**config.mk**
```make
export PLATFORM = sky130hd
export DESIGN_NAME = keypad_scan_flat
export DESIGN_NICKNAME = d
export VERILOG_FILES = /design/src/rtl/keypad_pkg.sv /design/src/rtl/keypad_scan_if.sv /design/src/rtl/keypad_row_scan.sv /design/src/rtl/keypad_scan.sv /design/src/flat_wrapper.sv
export SDC_FILE = /design/constraint.sdc
export NUM_CORES = 1
export LEC_CHECK = 0
export CAP_MARGIN = 20
export CORE_MARGIN = 3
export CORE_UTILIZATION = 60
export CTS_CLUSTER_DIAMETER = 80
export DETAILED_ROUTE_END_ITERATION = 12
export GPL_ROUTABILITY_DRIVEN = 0
export PLACE_DENSITY = 0.8
export SYNTH_ARGS = -nofsm -noshare
export SYNTH_HDL_FRONTEND = slang
export SYNTH_HIERARCHICAL = 1
export SYNTH_SLANG_ARGS = --single-unit
```
**constraint.sdc**
```tcl
create_clock -name clk -period 8.3 [get_ports clk]
set_clock_uncertainty 0.1 [all_clocks]
set_input_delay 1.66 -clock clk [delete_from_list [all_inputs] [get_ports clk]]
set_output_delay 1.66 -clock clk [all_outputs]
set_load 0.05 [all_outputs]
```
**src/rtl/keypad_pkg.sv**
```systemverilog
`default_nettype none
// ============================================================================
//  Module   : keypad_pkg
//  Purpose  : Shared constants, FSM state encoding and column helpers for the
//             4x4 matrix keypad scanner.
//  Revision : 1.0  initial release
// ============================================================================
package keypad_pkg;

    localparam int KEY_W = 5;
    localparam int ROWS  = 4;
    localparam int COLS  = 4;

    // Display code meaning "no key"; the display renders it as blank.
    localparam logic [KEY_W-1:0] KEY_NONE = 5'h10;

    typedef enum logic [1:0] {
        IDLE     = 2'd0,
        DEBOUNCE = 2'd1,
        PRESSED  = 2'd2,
        RELEASE  = 2'd3
    } state_t;

    // Number of active-low columns in one row sample, saturating at 2
    // (two already means "ghost / multi-key").
    function automatic logic [1:0] low_count(input logic [COLS-1:0] col_n);
        logic [1:0] n;
        n = 2'd0;
        for (int c = 0; c < COLS; c++) begin
            if (!col_n[c] && (n != 2'd2)) begin
                n = n + 2'd1;
            end
        end
        return n;
    endfunction

    // Index of the lowest-numbered active-low column (only meaningful when
    // exactly one column is low).
    function automatic logic [1:0] first_low(input logic [COLS-1:0] col_n);
        logic [1:0] idx;
        idx = 2'd0;
        for (int c = COLS - 1; c >= 0; c--) begin
            if (!col_n[c]) begin
                idx = 2'(c);
            end
        end
        return idx;
    endfunction

endpackage
`default_nettype wire

```
**src/rtl/keypad_scan_if.sv**
```systemverilog
`default_nettype none
// ============================================================================
//  Module   : keypad_scan_if
//  Purpose  : Keypad matrix pins plus the debounced key report.
//             master = scanner side, slave = keypad/consumer side.
//  Revision : 1.0  initial release
// ============================================================================
interface keypad_scan_if;

    logic [3:0] row_out;
    logic [3:0] col_in;
    logic [4:0] key_code;
    logic       key_valid;
    logic       key_held;

    modport master (
        output row_out,
        input  col_in,
        output key_code,
        output key_valid,
        output key_held
    );

    modport slave (
        input  row_out,
        output col_in,
        input  key_code,
        input  key_valid,
        input  key_held
    );

endinterface
`default_nettype wire

```
**src/rtl/keypad_row_scan.sv**
```systemverilog
`default_nettype none
// ============================================================================
//  Module   : keypad_row_scan
//  Purpose  : Column synchronizer, row strobe rotation and per-scan key
//             collection. Emits a one-clock scan_done with the scan result
//             (single key code, or KEY_NONE for zero / multiple keys).
//  Revision : 1.0  initial release
// ============================================================================
module keypad_row_scan
    import keypad_pkg::*;
#(
    parameter int SCAN_DIV = 12500
) (
    input  logic              clk,
    input  logic              rst_,
    input  logic [COLS-1:0]   col_in,
    output logic [ROWS-1:0]   row_out,
    output logic              scan_done,
    output logic [KEY_W-1:0]  result
);

    localparam int             DIV_W    = $clog2(SCAN_DIV);
    localparam logic [DIV_W-1:0] DIV_LAST = DIV_W'(SCAN_DIV - 1);

    logic [COLS-1:0]  col_s1_q, col_s1_d;
    logic [COLS-1:0]  col_s2_q, col_s2_d;
    logic [DIV_W-1:0] div_q, div_d;
    logic [1:0]       row_q, row_d;
    logic [ROWS-1:0]  row_out_q, row_out_d;
    logic [1:0]       hits_q, hits_d;
    logic [KEY_W-1:0] code_q, code_d;
    logic             scan_done_q, scan_done_d;
    logic [KEY_W-1:0] result_q, result_d;

    logic [1:0]       row_hits;
    logic [1:0]       row_col;
    logic [2:0]       hits_raw;
    logic [1:0]       hits_sum;
    logic [KEY_W-1:0] code_sum;

    // Next-state: advance the row window, fold the sampled row into the
    // running key tally, and publish the result after the last row.
    always_comb begin
        col_s1_d    = col_in;
        col_s2_d    = col_s1_q;
        div_d       = div_q + DIV_W'(1);
        row_d       = row_q;
        row_out_d   = row_out_q;
        hits_d      = hits_q;
        code_d      = code_q;
        scan_done_d = 1'b0;
        result_d    = result_q;

        row_hits = low_count(col_s2_q);
        row_col  = first_low(col_s2_q);
        hits_raw = {1'b0, hits_q} + {1'b0, row_hits};
        hits_sum = (hits_raw >= 3'd2) ? 2'd2 : hits_raw[1:0];
        // Keep the code from the first row that saw a key; any second hit
        // invalidates the scan anyway through hits_sum.
        code_sum = (hits_q == 2'd0) ? {1'b0, row_q, row_col} : code_q;

        if (div_q == DIV_LAST) begin
            div_d     = '0;
            row_d     = row_q + 2'd1;
            row_out_d = {row_out_q[ROWS-2:0], row_out_q[ROWS-1]};
            if (row_q == 2'(ROWS - 1)) begin
                scan_done_d = 1'b1;
                result_d    = (hits_sum == 2'd1) ? code_sum : KEY_NONE;
                hits_d      = 2'd0;
                code_d      = '0;
            end else begin
                hits_d = hits_sum;
                code_d = code_sum;
            end
        end
    end

    // State registers; columns idle high through reset.
    always_ff @(posedge clk or negedge rst_) begin
        if (!rst_) begin
            col_s1_q    <= '1;
            col_s2_q    <= '1;
            div_q       <= '0;
            row_q       <= 2'd0;
            row_out_q   <= 4'b1110;
            hits_q      <= 2'd0;
            code_q      <= '0;
            scan_done_q <= 1'b0;
            result_q    <= KEY_NONE;
        end else begin
            col_s1_q    <= col_s1_d;
            col_s2_q    <= col_s2_d;
            div_q       <= div_d;
            row_q       <= row_d;
            row_out_q   <= row_out_d;
            hits_q      <= hits_d;
            code_q      <= code_d;
            scan_done_q <= scan_done_d;
            result_q    <= result_d;
        end
    end

    assign row_out   = row_out_q;
    assign scan_done = scan_done_q;
    assign result    = result_q;

endmodule
`default_nettype wire

```
**src/rtl/keypad_scan.sv**
```systemverilog
`default_nettype none
// ============================================================================
//  Module   : keypad_scan
//  Purpose  : 4x4 matrix keypad scanner with press/release debouncing.
//             Reports one hex key in the display's 5-bit code format.
//  Options  : define KEYPAD_REPEAT_EN to enable key_valid auto-repeat.
//  Revision : 1.0  initial release
// ============================================================================
module keypad_scan
    import keypad_pkg::*;
#(
    parameter int SCAN_DIV       = 12500,
    parameter int DEBOUNCE_SCANS = 20,
    parameter int REPEAT_DELAY   = 500,
    parameter int REPEAT_RATE    = 100
) (
    input  logic          clk,
    input  logic          rst_,
    keypad_scan_if.master kp
);

    localparam int               CNT_W    = $clog2(DEBOUNCE_SCANS + 1);
    localparam logic [CNT_W-1:0] CNT_DONE = CNT_W'(DEBOUNCE_SCANS);

    logic             scan_done;
    logic [KEY_W-1:0] result;
    logic [ROWS-1:0]  row_out;

    state_t           state_q, state_d;
    logic [KEY_W-1:0] cand_q, cand_d;
    logic [CNT_W-1:0] cnt_q, cnt_d;
    logic [CNT_W-1:0] cnt_inc;
    logic [KEY_W-1:0] key_code_q, key_code_d;
    logic             key_valid_q, key_valid_d;
    logic             key_held_q, key_held_d;

`ifdef KEYPAD_REPEAT_EN
    localparam int REP_MAX = (REPEAT_DELAY > REPEAT_RATE) ? REPEAT_DELAY : REPEAT_RATE;
    localparam int REP_W   = $clog2(REP_MAX + 1);

    logic [REP_W-1:0] rep_cnt_q, rep_cnt_d;
    logic [REP_W-1:0] rep_inc;
    logic [REP_W-1:0] rep_target;
    logic             rep_first_q, rep_first_d;
`else
    logic unused_repeat_params;
    assign unused_repeat_params = ^{32'(REPEAT_DELAY), 32'(REPEAT_RATE)};
`endif

    keypad_row_scan #(
        .SCAN_DIV (SCAN_DIV)
    ) u_row_scan (
        .clk       (clk),
        .rst_      (rst_),
        .col_in    (kp.col_in),
        .row_out   (row_out),
        .scan_done (scan_done),
        .result    (result)
    );

    // Debounce FSM, stepped once per completed scan.
    always_comb begin
        state_d     = state_q;
        cand_d      = cand_q;
        cnt_d       = cnt_q;
        key_code_d  = key_code_q;
        key_valid_d = 1'b0;
        key_held_d  = key_held_q;
        cnt_inc     = (cnt_q == CNT_DONE) ? cnt_q : cnt_q + CNT_W'(1);
`ifdef KEYPAD_REPEAT_EN
        rep_cnt_d   = rep_cnt_q;
        rep_first_d = rep_first_q;
        rep_inc     = rep_cnt_q + REP_W'(1);
        rep_target  = rep_first_q ? REP_W'(REPEAT_RATE) : REP_W'(REPEAT_DELAY);
`endif

        if (scan_done) begin
            case (state_q)
                IDLE: begin
                    if (result != KEY_NONE) begin
                        state_d = DEBOUNCE;
                        cand_d  = result;
                        cnt_d   = CNT_W'(1);
                    end
                end
                DEBOUNCE: begin
                    if (result == KEY_NONE) begin
                        state_d = IDLE;
                        cnt_d   = '0;
                    end else if (result == cand_q) begin
                        if (cnt_inc == CNT_DONE) begin
                            state_d     = PRESSED;
                            cnt_d       = '0;
                            key_code_d  = cand_q;
                            key_held_d  = 1'b1;
                            key_valid_d = 1'b1;
`ifdef KEYPAD_REPEAT_EN
                            rep_cnt_d   = '0;
                            rep_first_d = 1'b0;
`endif
                        end else begin
                            cnt_d = cnt_inc;
                        end
                    end else begin
                        cand_d = result;
                        cnt_d  = CNT_W'(1);
                    end
                end
                PRESSED: begin
                    if (result == cand_q) begin
`ifdef KEYPAD_REPEAT_EN
                        if (rep_inc == rep_target) begin
                            key_valid_d = 1'b1;
                            rep_cnt_d   = '0;
                            rep_first_d = 1'b1;
                        end else begin
                            rep_cnt_d = rep_inc;
                        end
`endif
                    end else begin
                        state_d = RELEASE;
                        cnt_d   = CNT_W'(1);
                    end
                end
                RELEASE: begin
                    if (result != cand_q) begin
                        if (cnt_inc == CNT_DONE) begin
                            state_d    = IDLE;
                            cnt_d      = '0;
                            key_code_d = KEY_NONE;
                            key_held_d = 1'b0;
                        end else begin
                            cnt_d = cnt_inc;
                        end
                    end else begin
                        state_d = PRESSED;
                        cnt_d   = '0;
`ifdef KEYPAD_REPEAT_EN
                        rep_cnt_d   = '0;
                        rep_first_d = 1'b0;
`endif
                    end
                end
                default: begin
                    state_d = IDLE;
                end
            endcase
        end
    end

    // FSM and output registers.
    always_ff @(posedge clk or negedge rst_) begin
        if (!rst_) begin
            state_q     <= IDLE;
            cand_q      <= KEY_NONE;
            cnt_q       <= '0;
            key_code_q  <= KEY_NONE;
            key_valid_q <= 1'b0;
            key_held_q  <= 1'b0;
`ifdef KEYPAD_REPEAT_EN
            rep_cnt_q   <= '0;
            rep_first_q <= 1'b0;
`endif
        end else begin
            state_q     <= state_d;
            cand_q      <= cand_d;
            cnt_q       <= cnt_d;
            key_code_q  <= key_code_d;
            key_valid_q <= key_valid_d;
            key_held_q  <= key_held_d;
`ifdef KEYPAD_REPEAT_EN
            rep_cnt_q   <= rep_cnt_d;
            rep_first_q <= rep_first_d;
`endif
        end
    end

    assign kp.row_out   = row_out;
    assign kp.key_code  = key_code_q;
    assign kp.key_valid = key_valid_q;
    assign kp.key_held  = key_held_q;

endmodule
`default_nettype wire

```
**src/flat_wrapper.sv**
```systemverilog
// flat-port wrapper written by rule: the top's interface ports become plain ports
module keypad_scan_flat import keypad_pkg::*;
#(
    parameter int SCAN_DIV       = 12500,
    parameter int DEBOUNCE_SCANS = 20,
    parameter int REPEAT_DELAY   = 500,
    parameter int REPEAT_RATE    = 100
)
  (clk, rst_, kp_row_out, kp_col_in, kp_key_code, kp_key_valid, kp_key_held);
  keypad_scan_if kp_i ();
  input  logic clk;
  input  logic rst_;
  output wire logic [$bits(kp_i.row_out)-1:0] kp_row_out;
  input wire logic [$bits(kp_i.col_in)-1:0] kp_col_in;
  output wire logic [$bits(kp_i.key_code)-1:0] kp_key_code;
  output wire logic [$bits(kp_i.key_valid)-1:0] kp_key_valid;
  output wire logic [$bits(kp_i.key_held)-1:0] kp_key_held;
  assign kp_row_out = kp_i.row_out;
  assign kp_i.col_in = kp_col_in;
  assign kp_key_code = kp_i.key_code;
  assign kp_key_valid = kp_i.key_valid;
  assign kp_key_held = kp_i.key_held;
  keypad_scan #(.SCAN_DIV(SCAN_DIV), .DEBOUNCE_SCANS(DEBOUNCE_SCANS), .REPEAT_DELAY(REPEAT_DELAY), .REPEAT_RATE(REPEAT_RATE)) u_core (.clk(clk), .rst_(rst_), .kp(kp_i));
endmodule
```
==> run_results.csv, run 1 <==
group,metric,value,unit
synthesis,synthMuxAreaShare,0.0359,
pwr,irDropWorstVdd,0.128,mV
floorplanning,die_h,77.5,um
synthesis,synth_top_family_by_area,"simple AND/OR/NAND/NOR gates",
layout,num-nets-final,325,
routing,drc,0,
synthesis,syn_avg_cell_area,10.5,um2
clock_tree,cts.sinks,60,
clock_tree,cts_root_buf,"clkbuf_8",
placement,placedCellCount,365,
worst_setup_path,critPathArrivalTime,1.68,ns
synthesis,synthFlopType,"dfrtp_1",
outcome,status,"completed",
pwr,p_per_area,163,mW/mm2
layout,final_common_cell,"dfrtp_1",
worst_setup_path,cp-end-kind,"output pin",
worst_setup_path,critical_path.startpoint,"u_core/u_row_scan/row_out[1]$_DFFE_PN1N_",
floorplanning,start_util,0.636,
worst_setup_path,crit_chain,"clkdlybuf4s50_1",
hold_path,holdCritPathClass,"reg -> reg",
synthesis,ys_types,62,
timing,final.period_utilization,0.414,
timing,final.setup.tns,0,ns
global_route,grt_pass1_vias,2201,
floorplanning,die-area,0.00600,mm2
layout,areaGrowthSynthToFinish,12.4,%
synthesis,yosysSeqAreaShare,0.496,
placement,dpl.hpwl,3630,um
placement,port_buffers,16,
timing,setup_viol,0,
clock_tree,postCtsSetupRepairBufs,0,
clock_tree,htreeDepth,3,
floorplanning,die_w,77.5,um
global_route,track_usage,0.202,
clock_tree,clkTransAtPathRegs,0.06,ns
clock_tree,ctsHoldBuffers,0,
synthesis,yosys.area_share.simple,0.195,
global_route,antenna_found_initial,0,
floorplanning,io_pins,17,
layout,final_cell_mix,"46 x dfrtp_1, 38 x nand2_1, 19 x nor2_1",
routing,drt_wl_total,5370,um
floorplanning,core,0.00482,mm2
worst_setup_path,reg2reg_from,"u_core/u_row_scan/col_s2_q[0]$_DFF_PN1_",
clock_tree,clockBufferDepth,2,
worst_setup_path,critPathRequiredTime,6.54,ns
routing,vias_per_cell,5.78,
synthesis,synth_cells,291,
global_route,grt_max_degree,61,
synthesis,syn_area,0.00306,mm2
routing,first_iter_violations,71,
routing,dr.pass1.iters,4,
worst_setup_path,crit_path_start_kind,"register",
synthesis,synth_compound_area_frac,0.137,
global_route,grt_pass1_wl,9600,um
layout,diodes,0,
clock_tree,cts_tree,"built",
worst_setup_path,cpLargestDelayFamily,"buffers and inverters",
worst_setup_path,cp_slowest_stage_delay,0.80,ns
pwr,p_leak,1.59,nW
layout,fillCellCount,378,
layout,final_cell_count_no_fill,381,
timing,slew-limit-headroom,0.413,
timing,fmaxAchievable,291,MHz
worst_setup_path,slowest_stage,"clkdlybuf4s50_1",
routing,routedWlPerCell,14.1,um
routing,ant_nets,0,
timing,hold_violations,0,
run,cap_violations,0,
synthesis,ys_warn_count,6,
synthesis,synth_edf_count,0,
routing,via_count,2202,
synthesis,ys_seq_elements,60,
synthesis,synthXorXnorAreaFrac,0.0572,
clock_tree,insertion_delay,0.33,ns
timing,maxSlewViolCount,0,
worst_setup_path,critPathMaxFanout,3,
timing,worst_pin_slew,0.880,ns
timing,rsz0062_at_grt,"false",
clock_tree,cts_resized,0,
synthesis,synth_nets,307,
timing,min_period,3.44,ns
hold_path,hp-start,"u_core/u_row_scan/col_s1_q[3]$_DFF_PN1_",
worst_setup_path,crit_type,"reg -> out",
global_route,overflow,0,
synthesis,synth-async-reset-ratio,1.00,
worst_setup_path,worst-path-buf-inv,1,
floorplanning,std_cell_rows,25,
layout,drive_gt1_frac,0.169,
synthesis,synthAdderAreaFrac,0.0433,
clock_tree,cts_buffers,9,
-- cells in the mapped netlist, drive strengths merged (2+ instances only) --
| cell | n | share of area |
|---|---|---|
| a21o | 5 | 0.012 |
| a21oi | 10 | 0.020 |
| and2 | 5 | 0.010 |
| nor4 | 2 | 0.0041 |
| o31ai | 3 | 0.0074 |
| dfstp | 14 | 0.12 |
| o21a | 2 | 0.0049 |
| nand3 | 11 | 0.020 |
| nand4 | 7 | 0.016 |
| inv | 13 | 0.016 |
| and4 | 5 | 0.016 |
| nor4b | 2 | 0.011 |
| dfrtp | 46 | 0.38 |
| xor2 | 10 | 0.029 |
| and3 | 3 | 0.0061 |
| nor3 | 2 | 0.0049 |
| o22ai | 3 | 0.0061 |
| nand2 | 39 | 0.050 |
| buf | 7 | 0.015 |
| mux2i | 2 | 0.0065 |
| xnor2 | 10 | 0.029 |
| clkbuf | 3 | 0.0041 |
| nand2b | 2 | 0.0041 |
| a32oi | 4 | 0.011 |
| mux2 | 8 | 0.029 |
| ha | 9 | 0.037 |
| a31oi | 2 | 0.0041 |
| a22o | 2 | 0.0057 |
| nor3b | 3 | 0.0090 |
| o211ai | 4 | 0.011 |
| or3 | 2 | 0.0041 |
| o21ai | 17 | 0.029 |
| nor2 | 20 | 0.025 |
-- logic make-up (layout without fill, tap and decap cells) --
| logic type | Yosys count | in the layout |
|---|---|---|
| multiplexers | 10 | 10 |
| XOR/XNOR | 20 | 20 |
| AO/OA/AOI/OAI | 60 | 60 |
| AND/OR/NAND/NOR | 108 | 108 |
| buffers and inverters | 23 | 46 |
| adder cells (fa/ha/maj) | 10 | 10 |
| flip-flops | 60 | 60 |
-- area by class of cell --
| type | count | area (um2) | area share |
|---|---|---|---|
| Clock inverter | 1 | 5.00 | 0.00145 |
| Inverter | 13 | 48.8 | 0.0142 |
| Sequential cell | 60 | 1520 | 0.441 |
| Tap cell | 67 | 83.8 | 0.0244 |
| Timing Repair Buffer | 17 | 163 | 0.0473 |
| Clock buffer | 15 | 186 | 0.0542 |
| Multi-Input combinational cell | 208 | 1440 | 0.417 |
-- power by group --
part	total, mW	switching [mW]	internal [mW]
Sequential	0.298	0.00122	0.296
Clock	0.243	0.102	0.141
Combinational	0.0214	0.0132	0.00818
Total	0.562	0.116	0.445
-- stage by stage --
stage / utilization / instance area (um2) / total power, mW / setup slack (ns) / hold slack, ns
2_1_floorplan: - / 3060 / 0.314 / 5.42 / 0.245
6_report: 0.715 / 3440 / 0.562 / 4.86 / 0.256
3_3_place_gp: 0.675 / 3250 / 0.324 / 5.22 / 0.245
3_5_place_dp: 0.675 / 3250 / 0.324 / 5.21 / 0.247
4_1_cts: 0.715 / 3440 / 0.570 / 4.84 / 0.256
5_1_grt: 0.715 / 3440 / 0.586 / 4.82 / 0.258
-- routing by layer --
metal | track usage | part of all wire
met3 | 0.0371 | 0.035
met5 | 0 | 0
met4 | 0.142 | 0.021
met2 | 0.326 | 0.49
met1 | 0.246 | 0.45
-- state kept, by name, summed over array words and instances (netlist names) --
register	count
u_core/cand_q	5
u_core/cnt_q	5
u_core/kp.key_code	5
u_core/kp.key_held	1
u_core/kp.key_valid	1
u_core/state_q	2
u_core/u_row_scan/code_q	5
u_core/u_row_scan/col_s1_q	4
u_core/u_row_scan/col_s2_q	4
u_core/u_row_scan/div_q	14
u_core/u_row_scan/hits_q	2
u_core/u_row_scan/result	5
u_core/u_row_scan/row_out	4
u_core/u_row_scan/row_q	2
u_core/u_row_scan/scan_done	1
-- final timing paths --
check | end | slack, ns | cells after the start
setup / recovery | kp_row_out[1] | 4.86 | 1
hold / removal | u_core/u_row_scan/col_s2_q[3]$_DFF_PN1_ | 0.26 | 0
setup reg to reg | u_core/u_row_scan/result[1]$_DFFE_PN0P_ | 5.28 | 13
hold reg to reg | u_core/u_row_scan/col_s2_q[3]$_DFF_PN1_ | 0.26 | 0
max in group asynchronous | u_core/u_row_scan/div_q[7]$_DFF_PN0_ | 6.25 | 2
min in group asynchronous | u_core/kp.key_code[2]$_DFFE_PN0P_ | 1.36 | 2
(Power assumes the default switching activity.)
==> inputs of run 2 (changes only) <==
- CORE_UTILIZATION: 60 -> 59
- PLACE_DENSITY: 0.8 -> 0.79
- clock period: 8.3 -> 3.43 ns (I/O delays scaled with it)
==> run 2 against run 1 <==
  * Core utilization up 0.21 points
  * Die area up 1.6%
  * First-iteration DRC count up 9.9%
  * Power rose to 2.7 times the previous value
  * Register-to-register slack worse by 4.9 ns
  * Cell count up 0.52%
  * Non-clock buffer count up 2
  * Setup slack worse by 4.5 ns
  * Via count up 0.73%
  * Sequential share of layout area down 0.69 points
==> run_results.csv, run 2 (synthesis gave the netlist of run 1 again) <==
group,metric,value,unit
pwr,p_total,1.52,mW
placement,dpl_worst_slack,0.376,ns
worst_setup_path,crit_chain,"inv_1 -> ha_1 -> o21ai_0 -> o31ai_1 -> ha_1 -> nor2_1 -> xnor2_1 -> ha_1 -> inv_1 -> fa_1 -> and3_1 -> nand2_1 -> mux2_2",
global_route,grt_max_degree,30,
worst_setup_path,critPathArrivalTime,3.22,ns
layout,largest_reg_flops,14,
worst_setup_path,slowest_stage,"dfstp_2",
timing,worst_pin_slew,0.638,ns
timing,rsz0062_at_grt,"false",
routing,drc,0,
timing,final.period_utilization,0.890,
worst_setup_path,critPathMaxFanout,3,
routing,first_iter_violations,78,
pwr,p_leak,1.62,nW
floorplanning,die_w,78.1,um
layout,largest_register,"u_core/u_row_scan/div_q",
pwr,irDropWorstVdd,0.309,mV
global_route,track_usage,0.206,
worst_setup_path,critPathRequiredTime,3.59,ns
hold_path,holdCritPathClass,"in -> async",
floorplanning,io_pins,17,
layout,fin_area,0.00350,mm2
worst_setup_path,crit_path_start_kind,"register",
timing,hold_violations,0,
timing,final.setup.tns,0,ns
clock_tree,cts_tree,"built",
global_route,grt_pass1_wl,9790,um
clock_tree,cts_resized,0,
routing,dr.pass1.iters,4,
layout,areaGrowthSynthToFinish,14.2,%
floorplanning,die-area,0.00609,mm2
floorplanning,start_util,0.628,
clock_tree,cts.sinks,60,
clock_tree,clockBufferDepth,2,
timing,fmaxAchievable,328,MHz
layout,final_cell_mix,"46 x dfrtp_1, 38 x nand2_1, 19 x nor2_1",
routing,drt_wl_total,5530,um
global_route,antenna_found_initial,0,
placement,dpl-instance-area,0.00327,mm2
outcome,status,"completed",
routing,routedWlPerCell,14.4,um
layout,fin_util,0.717,
placement,port_buffers,16,
worst_setup_path,cp_common_cell,"ha_1",
clock_tree,insertion_delay,0.33,ns
worst_setup_path,cp-end-kind,"register",
routing,ant_nets,0,
placement,dpl.hpwl,3830,um
timing,slew-limit-headroom,0.564,
layout,final_common_cell,"dfrtp_1",
worst_setup_path,cp_slowest_stage_delay,0.54,ns
worst_setup_path,crit_type,"reg -> reg",
floorplanning,core,0.00488,mm2
global_route,overflow,0,
routing,via_count,2218,
clock_tree,ctsHoldBuffers,0,
clock_tree,postCtsSetupRepairBufs,0,
clock_tree,clkTransAtPathRegs,0.07,ns
timing,min_period,3.05,ns
clock_tree,htreeDepth,3,
run,cap_violations,0,
clock_tree,cts_root_buf,"clkbuf_8",
pwr,p_per_area,433,mW/mm2
timing,fin_ws,0.377,ns
layout,diodes,0,
timing,maxSlewViolCount,0,
floorplanning,die_h,78.1,um
routing,vias_per_cell,5.79,
global_route,grt_pass1_vias,2162,
timing,setup_viol,0,
clock_tree,cts_buffers,9,
floorplanning,std_cell_rows,25,
layout,num-nets-final,327,
layout,drive_gt1_frac,0.174,
-- run 2: changes by cell type in the layout (fill, tap and decap cells not counted) --
cell / change
clkinv_2: +1
clkbuf_8: -4
buf_4: +2
bufinv_16: +3
-- run 2: final timing paths --
path                       cells past startpoint                                    start  slack [ns]                                  endpoint
hold / removal                                 1                                     rst_        0.13             u_core/state_q[1]$_DFFE_PN0P_
min in group clk                               0  u_core/u_row_scan/col_s1_q[2]$_DFF_PN1_        0.25   u_core/u_row_scan/col_s2_q[2]$_DFF_PN1_
setup / recovery                              13  u_core/u_row_scan/col_s2_q[0]$_DFF_PN1_        0.38   u_core/u_row_scan/result[4]$_DFFE_PN1P_
max in group asynchronous                      2                                     rst_        2.39  u_core/u_row_scan/row_out[3]$_DFFE_PN1N_
setup reg to reg                              13  u_core/u_row_scan/col_s2_q[0]$_DFF_PN1_        0.38   u_core/u_row_scan/result[4]$_DFFE_PN1P_
hold reg to reg                                0  u_core/u_row_scan/col_s1_q[2]$_DFF_PN1_        0.25   u_core/u_row_scan/col_s2_q[2]$_DFF_PN1_
-- run 2: power by group --
part | switching, mW | total (mW) | internal (mW) | leakage [nW]
Sequential | 0.00279 | 0.720 | 0.717 | 0.774
Clock | 0.261 | 0.742 | 0.481 | 0.117
Combinational | 0.0331 | 0.0537 | 0.0206 | 0.723
Total | 0.297 | 1.52 | 1.22 | 1.62
-- run 2: routing by layer --
metal / GRT usage / up-vias / wire length, um
met3: 0.0528 / 6 / 176
met4: 0.115 / 0 / 69
met5: 0 / - / 0
met1: 0.266 / 1089 / 2570
met2: 0.319 / 41 / 2710
li1: - / 1082 / -
-- run 2: worst max-delay path: cells and delay by family (launching register included) --
family,cells,cell delay (ns)
AO/OA/AOI/OAI,2,0.30
XOR/XNOR,1,0.15
adder cells (fa/ha/maj),4,1.10
buffers and inverters,2,0.11
flip-flops,1,0.54
multiplexers,1,0.26
AND/OR/NAND/NOR,3,0.43
-- run 2: through the flow --
step / std cells / hold WS, ns
after global routing: 383 / 0.125
after CTS: 383 / 0.118
after detailed placement: 367 / 0.247
after global placement: 367 / 0.245
final: 383 / 0.126
after floorplan: 291 / 0.245
-- run 2: final cells by class --
| cell class | count | area, um2 |
|---|---|---|
| Fill cell | 376 | 1380 |
| Clock buffer | 11 | 131 |
| Inverter | 13 | 48.8 |
| Clock inverter | 5 | 100 |
| Tap cell | 67 | 83.8 |
| Multi-Input combinational cell | 208 | 1440 |
| Sequential cell | 60 | 1520 |
| Timing Repair Buffer | 19 | 178 |
==> inputs of run 3 (changes only) <==
- CELL_PAD_IN_SITES_DETAIL_PLACEMENT: default -> 1
- CELL_PAD_IN_SITES_GLOBAL_PLACEMENT: default -> 2
- CORE_UTILIZATION: 59 -> 39
- PLACE_DENSITY: 0.79 -> default
- PLACE_DENSITY_LB_ADDON: default -> 0.1
==> run 3 against run 2 <==
  * Hold slack lost 0.044 ns
  * Fmax decreased by 2.3%
  * Sequential share of layout area is 0.20 points lower
  * Global-route usage decreased by 4.1 points
  * Register-to-register slack lost 0.07 ns
  * Clock-buffer cell count grew 3
  * Cell count is 8.6% higher
==> run_results.csv, run 3 (synthesis gave the netlist of run 1 again) <==
group,metric,value,unit
outcome,status,"completed",
floorplanning,die_w,94.6,um
clock_tree,cts_tree,"built",
run,cap_violations,0,
clock_tree,insertion_delay,0.33,ns
floorplanning,die-area,0.00895,mm2
global_route,grt_pass1_wl,11400,um
floorplanning,io_pins,17,
timing,final.period_utilization,0.911,
global_route,grt_pass1_vias,2359,
layout,final_cell_count_no_fill,416,
layout,num-nets-final,328,
layout,final_common_cell,"dfrtp_1",
pwr,p_leak,1.60,nW
worst_setup_path,critPathMaxFanout,3,
floorplanning,std_cell_rows,31,
layout,seq_area,0.00152,mm2
pwr,irDropWorstVdd,0.263,mV
timing,rsz0062_at_grt,"false",
layout,diodes,0,
timing,final.setup.tns,0,ns
routing,ant_nets,0,
timing,hold_violations,0,
floorplanning,core,0.00745,mm2
clock_tree,htreeDepth,3,
placement,placedCellCount,399,
global_route,grt_max_degree,46,
hold_path,holdCritPathClass,"in -> async",
timing,maxSlewViolCount,0,
placement,port_buffers,16,
clock_tree,cts_resized,0,
routing,first_iter_violations,46,
worst_setup_path,cp-end-kind,"register",
routing,dr.pass1.iters,4,
floorplanning,die_h,94.6,um
routing,drt_wl_total,6630,um
timing,min_period,3.13,ns
global_route,track_usage,0.165,
clock_tree,ctsHoldBuffers,0,
global_route,antenna_found_initial,0,
layout,areaGrowthSynthToFinish,14.7,%
clock_tree,postCtsSetupRepairBufs,0,
routing,via_count,2175,
layout,fillCellCount,838,
global_route,overflow,0,
clock_tree,cts.sinks,60,
floorplanning,start_util,0.411,
pwr,p_per_area,398,mW/mm2
routing,vias_per_cell,5.23,
clock_tree,clockBufferDepth,2,
layout,largest_register,"u_core/u_row_scan/div_q",
worst_setup_path,critPathArrivalTime,3.28,ns
clock_tree,cts_root_buf,"clkbuf_8",
timing,fmaxAchievable,320,MHz
layout,multiInputGateArea,0.00144,mm2
placement,dpl.hpwl,4560,um
routing,drc,0,
layout,largest_reg_flops,14,
worst_setup_path,critPathRequiredTime,3.59,ns
layout,drive_gt1_frac,0.170,
timing,setup_viol,0,
timing,slew-limit-headroom,0.611,
clock_tree,clkTransAtPathRegs,0.07,ns
worst_setup_path,crit_path_start_kind,"register",
clock_tree,cts_buffers,9,
layout,final_cell_mix,"46 x dfrtp_1, 38 x nand2_1, 19 x nor2_1",
worst_setup_path,crit_type,"reg -> reg",
routing,routedWlPerCell,15.9,um
timing,worst_pin_slew,0.569,ns
-- run 3: layout make-up --
cell class,count,share of cell area
Sequential cell,60,0.432
Multi-Input combinational cell,208,0.409
Tap cell,99,0.0353
Timing Repair Buffer,20,0.0563
Inverter,13,0.0139
Clock inverter,2,0.00997
Clock buffer,14,0.0434
-- run 3: report_power, final --
part | leakage (nW) | switching (mW) | internal [mW] | total [mW]
combinational | 0.733 | 0.0358 | 0.0230 | 0.0588
clock | 0.0947 | 0.266 | 0.356 | 0.622
sequential | 0.774 | 0.00294 | 0.717 | 0.720
-- run 3: metrics by stage --
| step | power (mW) | cell area, um2 | hold slack, ns | setup WS, ns | utilization |
|---|---|---|---|---|---|
| 6_report | 1.40 | 3510 | 0.0822 | 0.304 | 0.472 |
| 3_3_place_gp | 0.786 | 3310 | 0.246 | 0.476 | 0.444 |
| 4_1_cts | 1.42 | 3490 | 0.256 | 0.302 | 0.469 |
| 5_1_grt | 1.47 | 3510 | 0.0707 | 0.0783 | 0.472 |
| 3_5_place_dp | 0.790 | 3310 | 0.247 | 0.313 | 0.444 |
| 2_1_floorplan | 0.759 | 3060 | 0.245 | 0.555 | - |
-- run 3: worst paths after layout --
path                                                         start                                        to  slack, ns  cells past startpoint
max                        u_core/u_row_scan/col_s2_q[0]$_DFF_PN1_   u_core/u_row_scan/result[4]$_DFFE_PN1P_       0.30                     13
min                                                           rst_            u_core/kp.key_held$_DFFE_PN0P_       0.08                      1
max reg2reg                u_core/u_row_scan/col_s2_q[0]$_DFF_PN1_   u_core/u_row_scan/result[4]$_DFFE_PN1P_       0.30                     13
min reg2reg                u_core/u_row_scan/col_s1_q[2]$_DFF_PN1_   u_core/u_row_scan/col_s2_q[2]$_DFF_PN1_       0.25                      0
max in group asynchronous                                     rst_  u_core/u_row_scan/row_out[3]$_DFFE_PN1N_       2.40                      3
min in group clk           u_core/u_row_scan/col_s1_q[2]$_DFF_PN1_   u_core/u_row_scan/col_s2_q[2]$_DFF_PN1_       0.25                      0
-- run 3: routing by layer --
metal | vias to the layer above | wire length [um] | track usage | part of all wire
met5 | - | 0 | 0 | 0
met4 | 0 | 103 | 0.0649 | 0.016
met2 | 19 | 3130 | 0.263 | 0.47
met1 | 1073 | 3250 | 0.218 | 0.49
met3 | 8 | 140 | 0.0382 | 0.021
li1 | 1075 | - | - | -
-- run 3: worst max-delay path, stage by stage, from the launching register on --
cell and delay (ns):
dfstp_2 0.54, inv_1 0.07, ha_1 0.23, o21ai_0 0.18, o31ai_1 0.12, ha_1 0.20
nor2_1 0.19, xnor2_1 0.16, ha_1 0.17, inv_1 0.05, fa_1 0.51, and3_1 0.20
nand2_1 0.07, mux2_2 0.26
